**src/rtl/lut_udp_reg.sv**
```systemverilog
// lut_udp_reg: run-time reprogrammable N_IN-input truth table with a
// registered lookup stage. A new table is shifted in serially over a
// ready/valid port into a shadow register and committed atomically.
module lut_udp_reg #(
  parameter int unsigned               N_IN = 3,
  parameter logic [(1 << N_IN)-1:0]    INIT = 8'hD5
) (
  input  logic            clk,
  input  logic            rst,
  input  logic            in_valid,
  input  logic [N_IN-1:0] a,
  input  logic            d,
  output logic            out_valid,
  output logic            e,
  output logic            f,
  input  logic            cfg_valid,
  output logic            cfg_ready,
  input  logic            cfg_bit,
  input  logic            cfg_last,
  output logic            cfg_err,
  input  logic            cfg_err_clr
);

  localparam int unsigned W  = 1 << N_IN;
  localparam int unsigned CW = N_IN + 1;
  localparam logic [CW-1:0] LAST_IDX = CW'(W - 1);

  typedef enum logic [1:0] {
    IDLE,
    LOAD,
    COMMIT
  } state_t;

  state_t          state, state_nxt;
  logic [W-1:0]    tbl;
  logic [W-1:0]    shd;
  logic [CW-1:0]   cnt;
  logic            accept;
  logic            err_set;

  // State register
  always_ff @(posedge clk or posedge rst) begin
    if (rst) state <= IDLE;
    else     state <= state_nxt;
  end

  // Next-state, handshake and framing-error decode.
  // N_IN >= 1 keeps W >= 2, so a single-bit frame can never be complete
  // and IDLE always moves on to LOAD.
  always_comb begin
    state_nxt = state;
    cfg_ready = 1'b1;
    err_set   = 1'b0;
    unique case (state)
      IDLE: begin
        if (cfg_valid) state_nxt = LOAD;
      end
      LOAD: begin
        if (cfg_valid) begin
          if (cfg_last && cnt == LAST_IDX) begin
            state_nxt = COMMIT;
          end else if (cfg_last || cnt == LAST_IDX) begin
            err_set   = 1'b1;
            state_nxt = IDLE;
          end
        end
      end
      COMMIT: begin
        cfg_ready = 1'b0;
        state_nxt = IDLE;
      end
      default: state_nxt = IDLE;
    endcase
    accept = cfg_valid & cfg_ready;
  end

  // Shadow collection, bit counter, atomic table commit and sticky error
  always_ff @(posedge clk or posedge rst) begin
    if (rst) begin
      shd     <= '0;
      cnt     <= '0;
      tbl     <= INIT;
      cfg_err <= 1'b0;
    end else begin
      if (err_set)          cfg_err <= 1'b1;
      else if (cfg_err_clr) cfg_err <= 1'b0;

      if (state == COMMIT) begin
        tbl <= shd;
        cnt <= '0;
      end else if (accept) begin
        if (err_set) begin
          shd <= '0;
          cnt <= '0;
        end else begin
          shd <= {shd[W-2:0], cfg_bit};
          cnt <= cnt + CW'(1);
        end
      end
    end
  end

  // Registered lookup; e/f hold when no sample is presented
  always_ff @(posedge clk or posedge rst) begin
    if (rst) begin
      out_valid <= 1'b0;
      e         <= 1'b0;
      f         <= 1'b0;
    end else begin
      out_valid <= in_valid;
      if (in_valid) begin
        e <= tbl[a];
        f <= tbl[a] & d;
      end
    end
  end

endmodule

```
**config.mk**
```make
export PLATFORM = sky130hd
export DESIGN_NAME = lut_udp_reg
export DESIGN_NICKNAME = d
export VERILOG_FILES = /design/src/rtl/lut_udp_reg.sv
export SDC_FILE = /design/constraint.sdc
export NUM_CORES = 1
export LEC_CHECK = 0
export BUFFER_PORTS_ARGS = -buffer_cell sky130_fd_sc_hd__buf_2
export CAP_MARGIN = 20
export CORE_MARGIN = 1.5
export CORE_UTILIZATION = 55
export CTS_CLUSTER_DIAMETER = 30
export DETAILED_ROUTE_END_ITERATION = 7
export PLACE_DENSITY_LB_ADDON = 0.12
export SYNTH_ARGS = -nofsm -noshare
export SYNTH_HDL_FRONTEND = slang
export SYNTH_SLANG_ARGS = --single-unit
```
**constraint.sdc**
```tcl
create_clock -name clk -period 3.6 [get_ports clk]
set_input_delay 0.36 -clock clk [delete_from_list [all_inputs] [get_ports clk]]
set_output_delay 0.36 -clock clk [all_outputs]
set_load 0.05 [all_outputs]
```
Yosys cells after proc, flatten, opt, wreduce, memory -nomap -nowiden
Index checks and enable logic that the tools add are counted.

Flip-flop bits (word level): 26. Output and inout bits: 5. Word-level logic and storage cells: 44.

Add/sub/neg operators: 1. Magnitude comparators: 1. Equal/unequal tests: 6. Mux-type cells: 18. Bitwise logic cells: 3. Reduce and logical (&&, ||, !) cells: 7.

Operators by type and width (count): 2-to-1 mux 4 bit (3); 2-to-1 mux 1 bit (8); 2-to-1 mux 2 bit (4); 2-to-1 mux 8 bit (1); adder 4 x 1 -> 4 bit, second input constant (1); equality test 4 x 3 -> 1 bit, second input constant (1); less-than comparator 3 x 4 -> 1 bit, second input constant (1); != test 2 bit, second input constant (2); one-hot mux 2 bit (2 select lines) (1); nonzero test 2 bit (2); binary-select mux 1 bit (select 3 bit) (1); != test 3 bit, second input constant (1); AND reduction 3 bit (1); AND 1 bit (2); equality test 2 x 1 -> 1 bit, second input constant (1); equality test 2 bit, second input constant (1); zero test 2 bit (1); AND reduction 2 bit (1); logical AND 1 bit (1); logical OR 1 bit (1); inverter 1 bit (1).

Depth between registers and ports, before layout
Gate-level depths: netlist of run 1.

Depth in word-level cells: 9. Depth in mapped cells: 7.

Worst setup path after synthesis of run 1
No wires, ideal clock.

Path kind: reg-to-reg. Start point: register cnt[0]. End point: register shd[7]. Library setup time: 0.065 ns. Data arrival time: 1.590 ns. Required time: 3.535 ns. Setup slack: 1.945 ns. Stages on the path, launching flop included: 8. Buffers on the path: 1. Clock period less this slack: 1.655 ns. Path through: dfrtp_1 -> ha_1 -> nand3b_1 -> ha_1 -> and3b_1 -> nor3b_4 -> buf_6 -> a22o_1.

Word-level cells in the longest chain between the ends: 7. Elaborated cells between the ends (all ways): 8. Those cells by class: 1 x eq/ne; 5 x mux; 2 x reduce/logical.

Ends and longest elaborated chain: start, declared (RTL line 37) `logic [CW-1:0] cnt;`; start signal, assigned (RTL line 97) `cnt <= cnt + CW'(1);`; equality test 4 x 3 -> 1 bit * (RTL line 60, 62); logical OR 1 bit (RTL line 62) `end else if (cfg_last || cnt == LAST_IDX) begin`; 2-to-1 mux 1 bit (RTL line 62); 2-to-1 mux 1 bit * (RTL line 60) `if (cfg_last && cnt == LAST_IDX) begin`; 2-to-1 mux 1 bit * (RTL line 59) `if (cfg_valid) begin`; 2-to-1 mux 1 bit * (RTL line 54) `unique case (state)`; 2-to-1 mux 8 bit * (RTL line 92) `if (err_set) begin`; end signal, assigned (RTL line 96) `shd <= {shd[W-2:0], cfg_bit};`; end, declared (RTL line 36) `logic [W-1:0] shd;`.

Every way passes the cells marked *; elsewhere a longest branch is shown, timed or not. A chain may end at the register's enable or synchronous reset.

Final worst setup path of run 1
Start point: register cnt[0]. End point: register cnt[2].

Word-level cells in the longest chain between the ends: 9. Elaborated cells between the ends (all ways): 11. Those cells by class: 1 x add/sub; 1 x eq/ne; 7 x mux; 2 x reduce/logical.

Ends and longest elaborated chain: equality test 4 x 3 -> 1 bit (RTL line 60, 62); logical OR 1 bit (RTL line 62); 2-to-1 mux 1 bit (RTL line 62); 2-to-1 mux 1 bit (RTL line 60); 2-to-1 mux 1 bit (RTL line 59); 2-to-1 mux 1 bit (RTL line 54); 2-to-1 mux 4 bit * (RTL line 92); 2-to-1 mux 4 bit * (RTL line 91) `end else if (accept) begin`; 2-to-1 mux 4 bit * (RTL line 88) `if (state == COMMIT) begin`.

Every way passes the cells marked *; elsewhere a longest branch is shown, timed or not. The select of a mux whose other input is x is not followed.

==> flow_summary.ini, run 1 <==
[final_layout]
fillers = 167
design_area_um2 = 1280
synthToLayoutAreaGrowth_pct = 10.1
nNetsFinal = 135
antenna_cells = 0
fin_util_pct = 64.8
layout-drive-gt1-share_pct = 25.0

[clock_tree]
postCtsSetupBuffers = 0
cts_tree = done
cts_max_level = 1
cts_root_buf = clkbuf_4
clk_pin_slew_ns = 0.14
max-clock-path-buffers = 2
clkLatencyLatePin_ns = 0.32
cts_inserted_buffers = 3
cts_resized = 0
cts_sinks = 26
postCtsHoldBufs = 0

[yosys]
synth.distinct_cells = 26
yosysTopAreaCell = dfrtp_1
seq_area_frac_synth_pct = 56.3
ys_ff_latch = 26
synth_nets = 118
ys.flop_type = dfrtp_1
async_reset_ff_share_pct = 100
synth-xor-area-share_pct = 0.750
yosysMostFrequentCell = nand2_1
synth.area.mux_share_pct = 6.11
synth_top_area_share_pct = 45.0
synth-edff-count = 0
syn_avg_cell_area_um2 = 11.2
yosys-top-cells-area = dfrtp_1, dfstp_2, nand2_1
yosys.area_share.simple_pct = 18.6
ys_top_cells_by_count = nand2_1, dfrtp_1, a22o_1
synth_top_family_by_area = simple AND/OR/NAND/NOR gates
synth_compound_area_share_pct = 9.86
mappedNetlistArea_um2 = 1170
yosysWarnings = 0
yosys.area_share.adder_pct = 3.22
syn_inst = 104

[detailed_routing]
wire_per_inst_um = 13.4
ant_nets = 0
first_pass_iters = 4
drt_iter0_drc = 12
vias = 788
drc = 0
drt_wl_total_um = 1970
via_per_inst = 5.36

[floorplanning]
start_util_pct = 58.9
num_rows = 16
die-area_um2 = 2410
die_h_um = 49.1
core-area_um2 = 1980
io_pins = 16
die_width_um = 49.1

[timing]
finalSetupTns_ns = 0
fin_crit_sh_pct = 56.5
slew_violations = 0
skew_ns = 0.00176
worst_pin_slew_ns = 0.926
rsz0062_at_grt = false
timing.final.ws_setup_ns = 1.57
hold_viol = 0
fmax_ghz = 0.492
slew_headroom_pct = 38.2
setup_violations = 0
fin_crit_ns = 2.03

[worst_setup_path]
r2r_start = cnt[0]
reg2reg_slack_ns = 1.57
crit_arrival_ns = 2.29
cp.required_ns = 3.86
startpoint = cnt[0]
r2r-end = cnt[2]
worstSetupPathType = reg2reg
r2r_cells = 7
start_kind = flop
cp_max_fo = 13
setup.worst_path.end = cnt[2]
endpoint_kind = flop

[pwr]
leakage_nw = 0.658
power_density_nw_per_um2 = 435
max-vdd-ir-drop_mv = 0.236

[place]
portBuffers = 15
place_area_um2 = 1250
gp_congestion = 0.775
dpl.hpwl_um = 1430
pre_cts_slack_ns = 1.61

[grt]
grt_max_degree = 27
gr-total-overflow = 0
track_usage_pct = 19.5
grt_pass1_vias = 815
antenna_found_initial = 0
grt_pass1_wl_um = 3570

[status]
outcome = completed

[worst_hold_path]
hold_class = in2reg

[flow_run]
max-cap-violations = 0
-- where the power goes --
part | internal [mW] | total (mW) | leakage, nW | switching (mW)
sequential | 0.313 | 0.329 | 0.330 | 0.0163
clock | 0.0619 | 0.148 | 0.0210 | 0.0858
combinational | 0.0325 | 0.0813 | 0.308 | 0.0488
-- state kept, by name, indices dropped and copies added (netlist names) --
signal	flops
cfg_err	1
cnt	4
e	1
f	1
out_valid	1
shd	8
state	2
tbl	8
-- final cells by class --
type / count / area (um^2) / share of cell area [%]
flip-flops and latches: 26 / 657 / 51.1
multi-input cells: 67 / 450 / 35.1
repair buffers: 15 / 75.1 / 5.84
clock buffers: 4 / 36.3 / 2.82
well taps: 27 / 33.8 / 2.63
inverters: 8 / 32.5 / 2.53
-- layout by cell type, fill, tap and decap left out --
master / instances
nor2b_1: 1
nor2b_2: 1
nor3b_4: 1
nand3_1: 2
and4b_1: 1
nor2_1: 2
nor2_2: 1
xnor2_1: 1
buf_2: 15
nand3b_1: 3
o22ai_1: 1
a22o_1: 11
and3b_1: 1
clkbuf_4: 3
nand4_1: 1
a21oi_1: 1
dfrtp_1: 21
mux2i_1: 6
ha_1: 3
inv_1: 7
nand2_4: 1
mux2_2: 1
nand2_1: 27
clkbuf_8: 1
a211oi_1: 1
inv_4: 1
dfstp_2: 5
-- per-stage QoR --
step / hold slack (ns) / power (mW) / std cells
2_1_floorplan: 0.391 / 0.394 / 104
3_3_place_gp: 0.450 / 0.412 / 143
3_5_place_dp: 0.449 / 0.418 / 143
4_1_cts: 0.186 / 0.563 / 147
5_1_grt: 0.172 / 0.585 / 147
6_report: 0.190 / 0.559 / 147
-- layer usage --
layer / share of wire [%] / track usage [%] / vias up / routed length (um)
met5: 0 / 0 / - / 0
met4: 0.97 / 7.14 / 0 / 19
met3: 3.9 / 3.68 / 2 / 76
met2: 46 / 30.4 / 23 / 910
met1: 49 / 27.3 / 380 / 961
li1: - / - / 383 / -
-- logic make-up (layout without fill, tap and decap cells) --
group                      count (synthesis)  in the layout
muxes                                      7              7
and+or+nand+nor                           42             42
DFF                                       26             26
adders and majority gates                  3              3
xor gates and xnor gates                   1              1
buffers and inverters                     11             27
AOI/OAI and AO/OA                         14             14
-- worst max-delay path: stages (launching register included) --
cell and delay (ns):
dfrtp_1 0.42, ha_1 0.23, nand3b_1 0.12, ha_1 0.24, and3b_1 0.21, nor3b_4 0.46
a21oi_1 0.14, mux2i_1 0.14
-- worst min-delay path by stage --
stage	from	endpoint	slack [ns]	cells after the start
after global placement	tbl[2]	tbl[2]	0.45	2
after floorplan	in_valid	out_valid	0.39	0
after detailed placement	tbl[6]	tbl[6]	0.45	2
after CTS	in_valid	out_valid	0.19	1
after global routing	in_valid	out_valid	0.17	1
final	in_valid	out_valid	0.19	1
(Power assumes the default switching activity.)
==> run 2, diff against run 1 <==
==> constraint.sdc (replaced) <==
create_clock -name clk -period 1.93 [get_ports clk]
set_input_delay 0.193 -clock clk [delete_from_list [all_inputs] [get_ports clk]]
set_output_delay 0.193 -clock clk [all_outputs]
set_load 0.05 [all_outputs]
==> flow_summary.ini, run 2 (same netlist as run 1, synthesis figures left out) <==
[grt]
gr-total-overflow = 0
track_usage_pct = 18.4
grt_pass1_vias = 790
grt_max_degree = 27
antenna_found_initial = 0
grt_pass1_wl_um = 3350

[pwr]
comb_power_share_pct = 16.7
p_int_mw = 0.742
switchingPower_mw = 0.269
power_density_nw_per_um2 = 752
p_clk_share_pct = 22.4
leakage_nw = 0.690
netSwitchingFraction_pct = 26.6
max-vdd-ir-drop_mv = 0.605
power_frac_seq_pct = 60.9

[final_layout]
design_area_um2 = 1350
seq_area_um2 = 657
reg.largest.list = shd (8), tbl (8), cnt (4)
layout_common_cells = nand2_1, dfrtp_1, buf_2
synthToLayoutAreaGrowth_pct = 15.2
fin_util_pct = 67.9
antenna_cells = 0
fillers = 160
layout-drive-gt1-share_pct = 29.7
layout_commonest_cell = nand2_1
multi_input_area_um2 = 454
nNetsFinal = 143

[clock_tree]
cts_inserted_buffers = 3
cts_tree = done
max-clock-path-buffers = 2
cts_sinks = 26
cts_root_buf = clkbuf_4
clk_pin_slew_ns = 0.12
cts_max_level = 1
clkLatencyLatePin_ns = 0.31

[detailed_routing]
drt_wl_total_um = 1870
vias = 800
drc = 0
via_per_inst = 5.16
ant_nets = 0
first_pass_iters = 4
drt_iter0_drc = 9
wire_per_inst_um = 12.1

[timing]
slew_headroom_pct = 79.2
fin_crit_sh_pct = 95.8
fmax_ghz = 0.541
slew_violations = 0
setup_violations = 0
hold_viol = 0
rsz0062_at_grt = true
fin_crit_ns = 1.85
finalSetupTns_ns = 0
worst_pin_slew_ns = 0.313
whs_ns = 0.0394
skew_ns = 0.00946

[floorplanning]
io_pins = 16
start_util_pct = 58.9
die-area_um2 = 2410
num_rows = 16
die_h_um = 49.1
die_width_um = 49.1
core-area_um2 = 1980

[worst_setup_path]
endpoint_kind = flop
cp_max_fo = 8
worstSetupPathType = reg2reg
r2r_cells = 7
reg2reg_slack_ns = 0.08
cp.required_ns = 2.18
start_kind = flop
crit_arrival_ns = 2.10

[flow_run]
max-cap-violations = 0

[place]
place_area_um2 = 1270
dpl.hpwl_um = 1360
gp_congestion = 0.760
portBuffers = 15

[status]
outcome = completed

[worst_hold_path]
whs_path_depth = 1
hold_class = in2reg
[run 2: final cells by class]
type | count | share of cell area [%]
sequential | 26 | 48.8
timing repair buffer | 23 | 10.5
clock buffer | 4 | 1.95
inverter | 8 | 2.42
tap | 27 | 2.51
multi-input combinational | 67 | 33.8
[run 2: power by group through the flow]
stage	Combinational, mW	Clock, mW	Sequential [mW]
3_5_place_dp	0.154	0	0.625
2_1_floorplan	0.0875	0	0.648
3_3_place_gp	0.151	0	0.624
6_report	0.169	0.226	0.616
4_1_cts	0.156	0.243	0.615
5_1_grt	0.190	0.256	0.622
[run 2: worst max-delay path: stages, from the launching register on]
cell      delay [ns]
dfrtp_1         0.40
ha_2            0.20
nand3b_1        0.10
ha_1            0.27
and3b_2         0.22
nor3b_4         0.31
buf_6           0.18
a22o_1          0.12
[run 2: metrics by stage]
step           setup slack (ns)  power, mW  std cells
2_1_floorplan             0.275      0.735        104
3_3_place_gp              0.133      0.774        146
3_5_place_dp             0.0857      0.779        146
4_1_cts                  0.0560       1.01        151
5_1_grt                 -0.0145       1.07        155
6_report                 0.0815       1.01        155
[run 2: path summary, 6_finish.rpt]
kind	to	from
worst max register to register	shd[6]	cnt[1]
worst min register to register	tbl[4]	tbl[4]
min in group asynchronous	shd[7]	rst
worst max-delay path	shd[6]	cnt[1]
max in group asynchronous	tbl[4]	rst
worst min-delay path	out_valid	in_valid
[run 2: timing repair]
item,4_1_cts,5_1_grt
gates resized for setup,0,3
buffers inserted,0,4
hold endpoints to repair,21,0
hold buffers,1,0
setup endpoints to repair,0,8
[run 2: per-layer routing]
metal  wire [um]  GRT usage [%]  vias to the layer above
li1            -              -                      401
met1        1000           25.5                      384
met2         805           28.4                       13
met3          53           3.07                        2
met4          15           8.57                        0
met5           0              0                        -
